`src/rtl/stream_pkg.sv`:
```
// Shared defaults and sizing helpers for the stream framer.
package stream_pkg;

    localparam int DATA_W_DEF  = 8;
    localparam int IMG_W_DEF   = 128;
    localparam int IMG_H_DEF   = 128;
    localparam int FRAME_CNT_W = 16;

    // Counter width for a 0..n-1 range; a 1-wide range still needs one bit.
    function automatic int cnt_w(input int n);
        return (n <= 2) ? 1 : $clog2(n);
    endfunction

endpackage

```
`src/rtl/stream_skid.sv`:
```
// Two-entry in-order buffer with a registered upstream ready.
// The head entry drives the output directly, so output data is a register.
module stream_skid #(
    parameter int W = 11
) (
    input  logic         Clk,
    input  logic         rst_n,
    input  logic         push_valid,
    input  logic [W-1:0] push_data,
    output logic         push_ready,
    output logic         pop_valid,
    output logic [W-1:0] pop_data,
    input  logic         pop_ready
);

    logic [1:0]   count_reg, count_next;
    logic [W-1:0] head_reg, head_next;
    logic [W-1:0] skid_reg, skid_next;
    logic         ready_reg, ready_next;
    logic         accept, emit;

    // Next occupancy and entry movement; ready is precomputed from the next occupancy.
    always_comb begin
        accept     = push_valid && ready_reg;
        emit       = (count_reg != 2'd0) && pop_ready;
        count_next = count_reg + {1'b0, accept} - {1'b0, emit};
        head_next  = head_reg;
        skid_next  = skid_reg;
        if (accept && ((count_reg == 2'd0) || ((count_reg == 2'd1) && emit))) begin
            head_next = push_data;
        end else if (emit && (count_reg == 2'd2)) begin
            head_next = skid_reg;
        end
        if (accept && (count_reg == 2'd1) && !emit) begin
            skid_next = push_data;
        end
        ready_next = (count_next <= 2'd1);
    end

    // Buffer state; reset empties the buffer and drops ready.
    always_ff @(posedge Clk or negedge rst_n) begin
        if (!rst_n) begin
            count_reg <= 2'd0;
            head_reg  <= '0;
            skid_reg  <= '0;
            ready_reg <= 1'b0;
        end else begin
            count_reg <= count_next;
            head_reg  <= head_next;
            skid_reg  <= skid_next;
            ready_reg <= ready_next;
        end
    end

    assign push_ready = ready_reg;
    assign pop_valid  = (count_reg != 2'd0);
    assign pop_data   = head_reg;

endmodule

```
`src/rtl/stream_framer.sv`:
```
// Tags an incoming pixel stream with start-of-frame, end-of-line and
// end-of-frame markers, buffers it, and counts completed frames.
module stream_framer
    import stream_pkg::*;
#(
    parameter int DATA_W = DATA_W_DEF,
    parameter int IMG_W  = IMG_W_DEF,
    parameter int IMG_H  = IMG_H_DEF
) (
    input  logic                   Clk,
    input  logic                   rst_n,
    input  logic                   Valid_in,
    input  logic [DATA_W-1:0]      Data_in,
    output logic                   Ready_to_src,
    output logic                   Valid_out,
    output logic [DATA_W-1:0]      Data_out,
    output logic                   User_out,
    output logic                   Eol_out,
    output logic                   Last_out,
    input  logic                   Ready_from_IP,
    output logic [FRAME_CNT_W-1:0] Frame_cnt
);

    localparam int XW = cnt_w(IMG_W);
    localparam int YW = cnt_w(IMG_H);
    localparam int PW = DATA_W + 3;

    logic [XW-1:0]          x_reg;
    logic [YW-1:0]          y_reg;
    logic [FRAME_CNT_W-1:0] frame_cnt_reg;
    logic                   accept;
    logic                   tag_user, tag_eol, tag_last;
    logic [PW-1:0]          pop_data;
    logic                   pop_valid;

    assign accept   = Valid_in && Ready_to_src;
    assign tag_user = (x_reg == '0) && (y_reg == '0);
    assign tag_eol  = (x_reg == XW'(IMG_W - 1));
    assign tag_last = tag_eol && (y_reg == YW'(IMG_H - 1));

    // Raster position of the next pixel to be accepted.
    always_ff @(posedge Clk or negedge rst_n) begin
        if (!rst_n) begin
            x_reg <= '0;
            y_reg <= '0;
        end else if (accept) begin
            if (tag_eol) begin
                x_reg <= '0;
                y_reg <= tag_last ? '0 : y_reg + 1'b1;
            end else begin
                x_reg <= x_reg + 1'b1;
            end
        end
    end

    stream_skid #(.W(PW)) u_skid (
        .Clk        (Clk),
        .rst_n      (rst_n),
        .push_valid (Valid_in),
        .push_data  ({tag_user, tag_eol, tag_last, Data_in}),
        .push_ready (Ready_to_src),
        .pop_valid  (pop_valid),
        .pop_data   (pop_data),
        .pop_ready  (Ready_from_IP)
    );

    // Count a frame when its last pixel leaves downstream.
    always_ff @(posedge Clk or negedge rst_n) begin
        if (!rst_n) begin
            frame_cnt_reg <= '0;
        end else if (pop_valid && Ready_from_IP && pop_data[DATA_W]) begin
            frame_cnt_reg <= frame_cnt_reg + 1'b1;
        end
    end

    // Tags are qualified by valid so an emptied buffer shows no stale markers.
    assign Valid_out = pop_valid;
    assign Data_out  = pop_data[DATA_W-1:0];
    assign User_out  = pop_valid && pop_data[DATA_W+2];
    assign Eol_out   = pop_valid && pop_data[DATA_W+1];
    assign Last_out  = pop_valid && pop_data[DATA_W];
    assign Frame_cnt = frame_cnt_reg;

endmodule
```
`config.mk`:
```
export PLATFORM = sky130hd
export DESIGN_NAME = stream_framer
export DESIGN_NICKNAME = d
export VERILOG_FILES = /design/src/rtl/stream_pkg.sv /design/src/rtl/stream_skid.sv /design/src/rtl/stream_framer.sv
export SDC_FILE = /design/constraint.sdc
export NUM_CORES = 1
export LEC_CHECK = 0
export CORE_UTILIZATION = 53
export DETAILED_ROUTE_END_ITERATION = 7
export GPL_TIMING_DRIVEN = 0
export PLACE_DENSITY = 0.79
export REMOVE_ABC_BUFFERS = 1
export SETUP_SLACK_MARGIN = 0.2
export SYNTH_ARGS = -nofsm -noshare
export SYNTH_HDL_FRONTEND = slang
export SYNTH_SLANG_ARGS = --single-unit
```
`constraint.sdc`:
```
create_clock -name Clk -period 1.8 [get_ports Clk]
set_input_delay 0.45 -clock Clk [delete_from_list [all_inputs] [get_ports Clk]]
set_output_delay 0.45 -clock Clk [all_outputs]
set_load 0.05 [all_outputs]
```
# Yosys cells after proc, flatten, opt, wreduce, memory -nomap -nowiden
# Index checks and enable logic that the tools add are counted.
word_totals:
  reg_bits: 55
  input_bits: 12
  out_inout_bits: 29
classes:
  addsub: 5
  magnitude_cmp: 1
  eq_ne: 4
  mux: 4
  n_reduce_logical: 21
op_table:
  columns: ["operator", "n"]
  rows:
  - ["$mux 11", 2]
  - ["$add 16x1->16 const B", 1]
  - ["$add 7x1->7 const B", 2]
  - ["$eq 7x7->1 const B", 2]
  - ["$logic_not 7->1", 2]
  - ["$mux 7", 2]
  - ["$logic_and 1x1->1", 13]
  - ["$reduce_bool 2->1", 2]
  - ["$add 2x1->2", 1]
  - ["$eq 2x1->1 const B", 1]
  - ["$eq 2x2->1 const B", 1]
  - ["$le 2x1->1 const B", 1]
  - ["$logic_not 2->1", 1]
  - ["$reduce_and 2->1", 1]
  - ["$sub 2x1->2", 1]
  - ["$logic_not 1->1", 1]
  - ["$logic_or 1x1->1", 1]

# Logic depth before layout (Yosys ltp)
depth:
  word_depth: 6
  ltp_mapped: 6
  depth_no_buf: 5

# By module
# Synthesis repeated with hierarchy kept, for this count alone.
unflattened:
  cells_unflattened: 246
  hier_area_um2: 2653.8
by_module_without_submodules:
  columns: ["mod", "n_inst", "cells_per_inst", "area_each_um2", "seq_area_each_um2"]
  rows:
  - ["stream_framer", 1, 146, 1471.4, 750.7]
  - ["stream_skid", 1, 100, 1182.4, 625.6]

# Least setup slack after synthesis
# OpenSTA, ideal clock, no wires.
synth_path:
  path_kind: "reg-to-reg"
  start: "reg u_skid.ready_reg (netlist: u_skid.push_ready)"
  end: "reg u_skid.skid_reg[4]"
  arrival_ns: 1.710
  required_time_ns: 1.675
  slack_ns: -0.035
  stages_incl_launch_ff: 6
  n_path_buf: 2
  synth_period_minus_slack_ns: 1.835
  path_cell_list: "dfrtp_1 -> nand2_1 -> or3_1 -> buf_6 -> buf_12 -> mux2_4"
synth_via:
  elab_chain_cells: 3
synth_rtl:
  columns: ["item", "line", "rtl"]
  rows:
  - ["start: declaration", "stream_skid.sv:19", "logic ready_reg, ready_next;"]
  - ["start signal: assignment", "stream_skid.sv:51", "ready_reg <= ready_next;"]
  - ["$logic_and 1x1->1", "stream_skid.sv:24", "accept = push_valid && ready_reg;"]
  - ["$logic_and 1x1->1 (2 in a row)", "stream_skid.sv:34", "if (accept && (count_reg == 2'd1) && !emit) begin"]
  - ["end signal: assignment", "stream_skid.sv:50", "skid_reg <= skid_next;"]
  - ["end: declaration", "stream_skid.sv:18", "logic [W-1:0] skid_reg, skid_next;"]
# No other way between the ends.
# A chain may end at the register's enable or synchronous reset.

# Final worst setup path
layout_path:
  start: "reg u_skid.count_reg[0]"
  end: "out Last_out"
layout_via:
  elab_chain_cells: 2
layout_rtl:
  columns: ["item", "line", "rtl"]
  rows:
  - ["start: declaration", "stream_skid.sv:16", "logic [1:0] count_reg, count_next;"]
  - ["start signal: assignment", "stream_skid.sv:48", "count_reg <= count_next;"]
  - ["$reduce_bool 2->1", "stream_skid.sv:56", "assign pop_valid = (count_reg != 2'd0);"]
  - ["$logic_and 1x1->1", "stream_framer.sv:81", "assign Last_out = pop_valid && pop_data[DATA_W];"]
  - ["end: declaration", "stream_framer.sv:19", "output logic Last_out,"]
# No other way between the ends.

==> results.cfg <==
[route]
via_per_inst = 5.44
firstDrtPassIters = 4
drtIter0Drc = 139
drc_errors = 0
vias = 1843
wl_mm = 5.13
routedWlPerCell_microns = 15.1
ant_nets = 0

[clock_tree]
cts_tree = built
htreeDepth = 2
cts_buffers = 5
cts.clk_slew.worst_paths_ns = 0.09
clock_path_buffers = 2
root_buffer = clkbuf_8
clk_latency_ns = 0.32
clock-sinks = 55

[synth]
synth_area_sq_um = 2590
synth_flop_cell = dfrtp_1
ys_top_cells_by_count = 55 x dfrtp_1, 24 x nand2_1, 13 x xnor2_1
yosysMostFrequentCell = dfrtp_1
yosys_register_bits = 55
syn_inst = 226
synthDistinctLibCells = 39
ys_seq_area_share_pct = 53.2
yosys.area.top_type_share_pct = 53.2
yosysTopAreaCell = dfrtp_1
ys.warnings.count = 0
synth.area.top_cells = dfrtp_1 53%, xnor2_1 4.4%, nand2_1 3.5%, xor2_1 3.4%, ha_1 2.9%
syn_area_per_cell_sq_um = 11.4
synth-edff-count = 0
async_reset_ff_share_pct = 100

[worst_setup_path]
reg2reg_depth = 5
r2r_end = Frame_cnt[7]
end_kind = primary output
critPathArrivalTime_ns = 1.14
crit_path_start_kind = flip-flop
critPathKind = flip-flop to primary output
cpPeakStageDelay_ns = 0.45
rr_startpoint = u_skid.count_reg[0]
path_max_fanout = 4
rrSetupSlack_ns = 0.25
worst_path_max_delay_cell = dfrtp_2
path_delay_family = flip-flops
cp_num_buf_inv = 1
path_cells = nor2_4 -> nor2b_1 -> buf_4
required_ns = 1.35

[timing]
slew_viol_final = 0
tightest_slew_ns = 0.575
fin_skew_ns = 0.0128
period_needed_ns = 1.59
grt_setup_unrepaired = true
fmax_mhz = 628
whs_ns = 0.129
post-route-period-util_pct = 88.5
setup_violations = 0
slew_headroom_pct = 61.7
fin_tns_setup_ns = 0
finalHoldViolCount = 0

[outcome]
outcome = finished clean

[pwr]
p_leak_nw = 1.60
irDropWorstVdd_uv = 618
power_density_nw_per_um2 = 1250
power_w = 0.00405

[finish]
largest_reg_flops = 16
fin_cells = 339
area_growth_pct = 25.0
diodes = 0
nNetsFinal = 289
layout-drive-gt1-share_pct = 27.9

[floorplan]
std_cell_rows = 25
die_y_microns = 71.9
die-area_sq_um = 5170
start_util_pct = 54.8
ios = 41
die_w_microns = 71.9
core_area_sq_um = 4720

[grt]
grt_pass1_vias = 1788
grt_max_degree = 32
antenna_found_initial = 0
grt_pass1_wl_mm = 8.25
gr-total-overflow = 0
grtUsageTotal_pct = 20.7

[placed_design]
place_hpwl_mm = 3.14
io_buffers = 40
gp_congestion = 0.772
dp_cells = 320

[worst_hold_path]
holdCritPathClass = input pin to async pin

[job]
maxCapViolCount = 0
==> report_power, final <==
| part | switching [W] | internal, W | total [W] |
|---|---|---|---|
| sequential | 0.000212 | 0.00150 | 0.00171 |
| combinational | 0.000871 | 0.000630 | 0.00150 |
| clock | 0.000410 | 0.000421 | 0.000831 |
==> cells by family after synthesis <==
| kind of cell | count (synthesis) | synth area share [%] |
|---|---|---|
| AOI/OAI and AO/OA | 33 | 9.43 |
| xor gates and xnor gates | 23 | 7.79 |
| adders and majority gates | 6 | 2.90 |
| buffers and inverters | 22 | 5.56 |
| DFF | 55 | 53.2 |
| muxes | 14 | 6.43 |
| and+or+nand+nor | 73 | 14.7 |
==> worst reg2reg max path: cells and delay by family (launching register included) <==
kind / cells / cell delay (ns)
AO/OA/AOI/OAI: 1 / 0.29
flip-flops: 1 / 0.45
AND/OR/NAND/NOR: 2 / 0.41
XOR/XNOR: 1 / 0.14
buffers and inverters: 1 / 0.17
==> layout make-up <==
cell class / count / area [sq um]
Fill cell: 351 / 1490
Sequential cell: 55 / 1380
Multi-Input combinational cell: 150 / 1170
Timing Repair Buffer: 51 / 464
Tap cell: 67 / 83.8
Clock buffer: 6 / 72.6
Clock inverter: 2 / 38.8
Inverter: 8 / 30.0
==> layer usage <==
metal  vias up  global-route usage, %  part of all wire (%)
li1        872                      -                     -
met1       916                   27.9                    45
met2        46                   33.1                    49
met3         9                   3.80                   3.6
met4         0                   8.71                   1.6
met5         -                      0                     0
==> per-stage QoR <==
stage	worst slack [ns]	instance area, sq um	utilization (%)
2_1_floorplan	-0.632	2470	-
3_5_place_dp	-0.889	2980	63.0
5_1_grt	0.144	3230	68.5
3_3_place_gp	-1.55	2960	62.6
6_report	0.207	3230	68.5
4_1_cts	0.203	3210	68.0
==> cells in the final DEF, fill, tap and decap left out, types with 3 or more instances in the layout <==
master,n
dfrtp_1,53
nand2_1,23
clkdlybuf4s15_2,15
xnor2_1,13
xor2_1,10
nand3_1,10
buf_2,10
buf_4,10
inv_1,8
o21ai_0,8
a22o_1,8
a21o_1,8
clkdlybuf4s50_1,8
ha_1,6
nand4_1,5
and3_1,5
mux2_2,5
mux2i_1,5
clkbuf_8,5
nor2_1,4
mux2_4,4
buf_6,4
nor2b_1,3
nor3_1,3
==> timing repair <==
item	4_1_cts	5_1_grt
gates cloned	1	0
hold buffers	0	0
endpoints found under the hold margin	0	0
endpoints found under the setup margin	65	19
resized for setup	122	27
pin swaps	3	1
buffers inserted	7	3
==> worst max path at each step <==
stage                        start  slack, ns                  to  cells past startpoint
4_1_cts               Frame_cnt[7]       0.20        Frame_cnt[7]                      1
2_1_floorplan    u_skid.push_ready      -0.63  u_skid.pop_data[8]                      4
6_report       u_skid.count_reg[0]       0.21            Last_out                      3
3_5_place_dp              Valid_in      -0.89  u_skid.pop_data[8]                      5
5_1_grt                   x_reg[0]       0.14            y_reg[2]                      6
3_3_place_gp         Ready_from_IP      -1.55  u_skid.pop_data[8]                      5
Note: power is estimated with default switching activity, not from simulation.
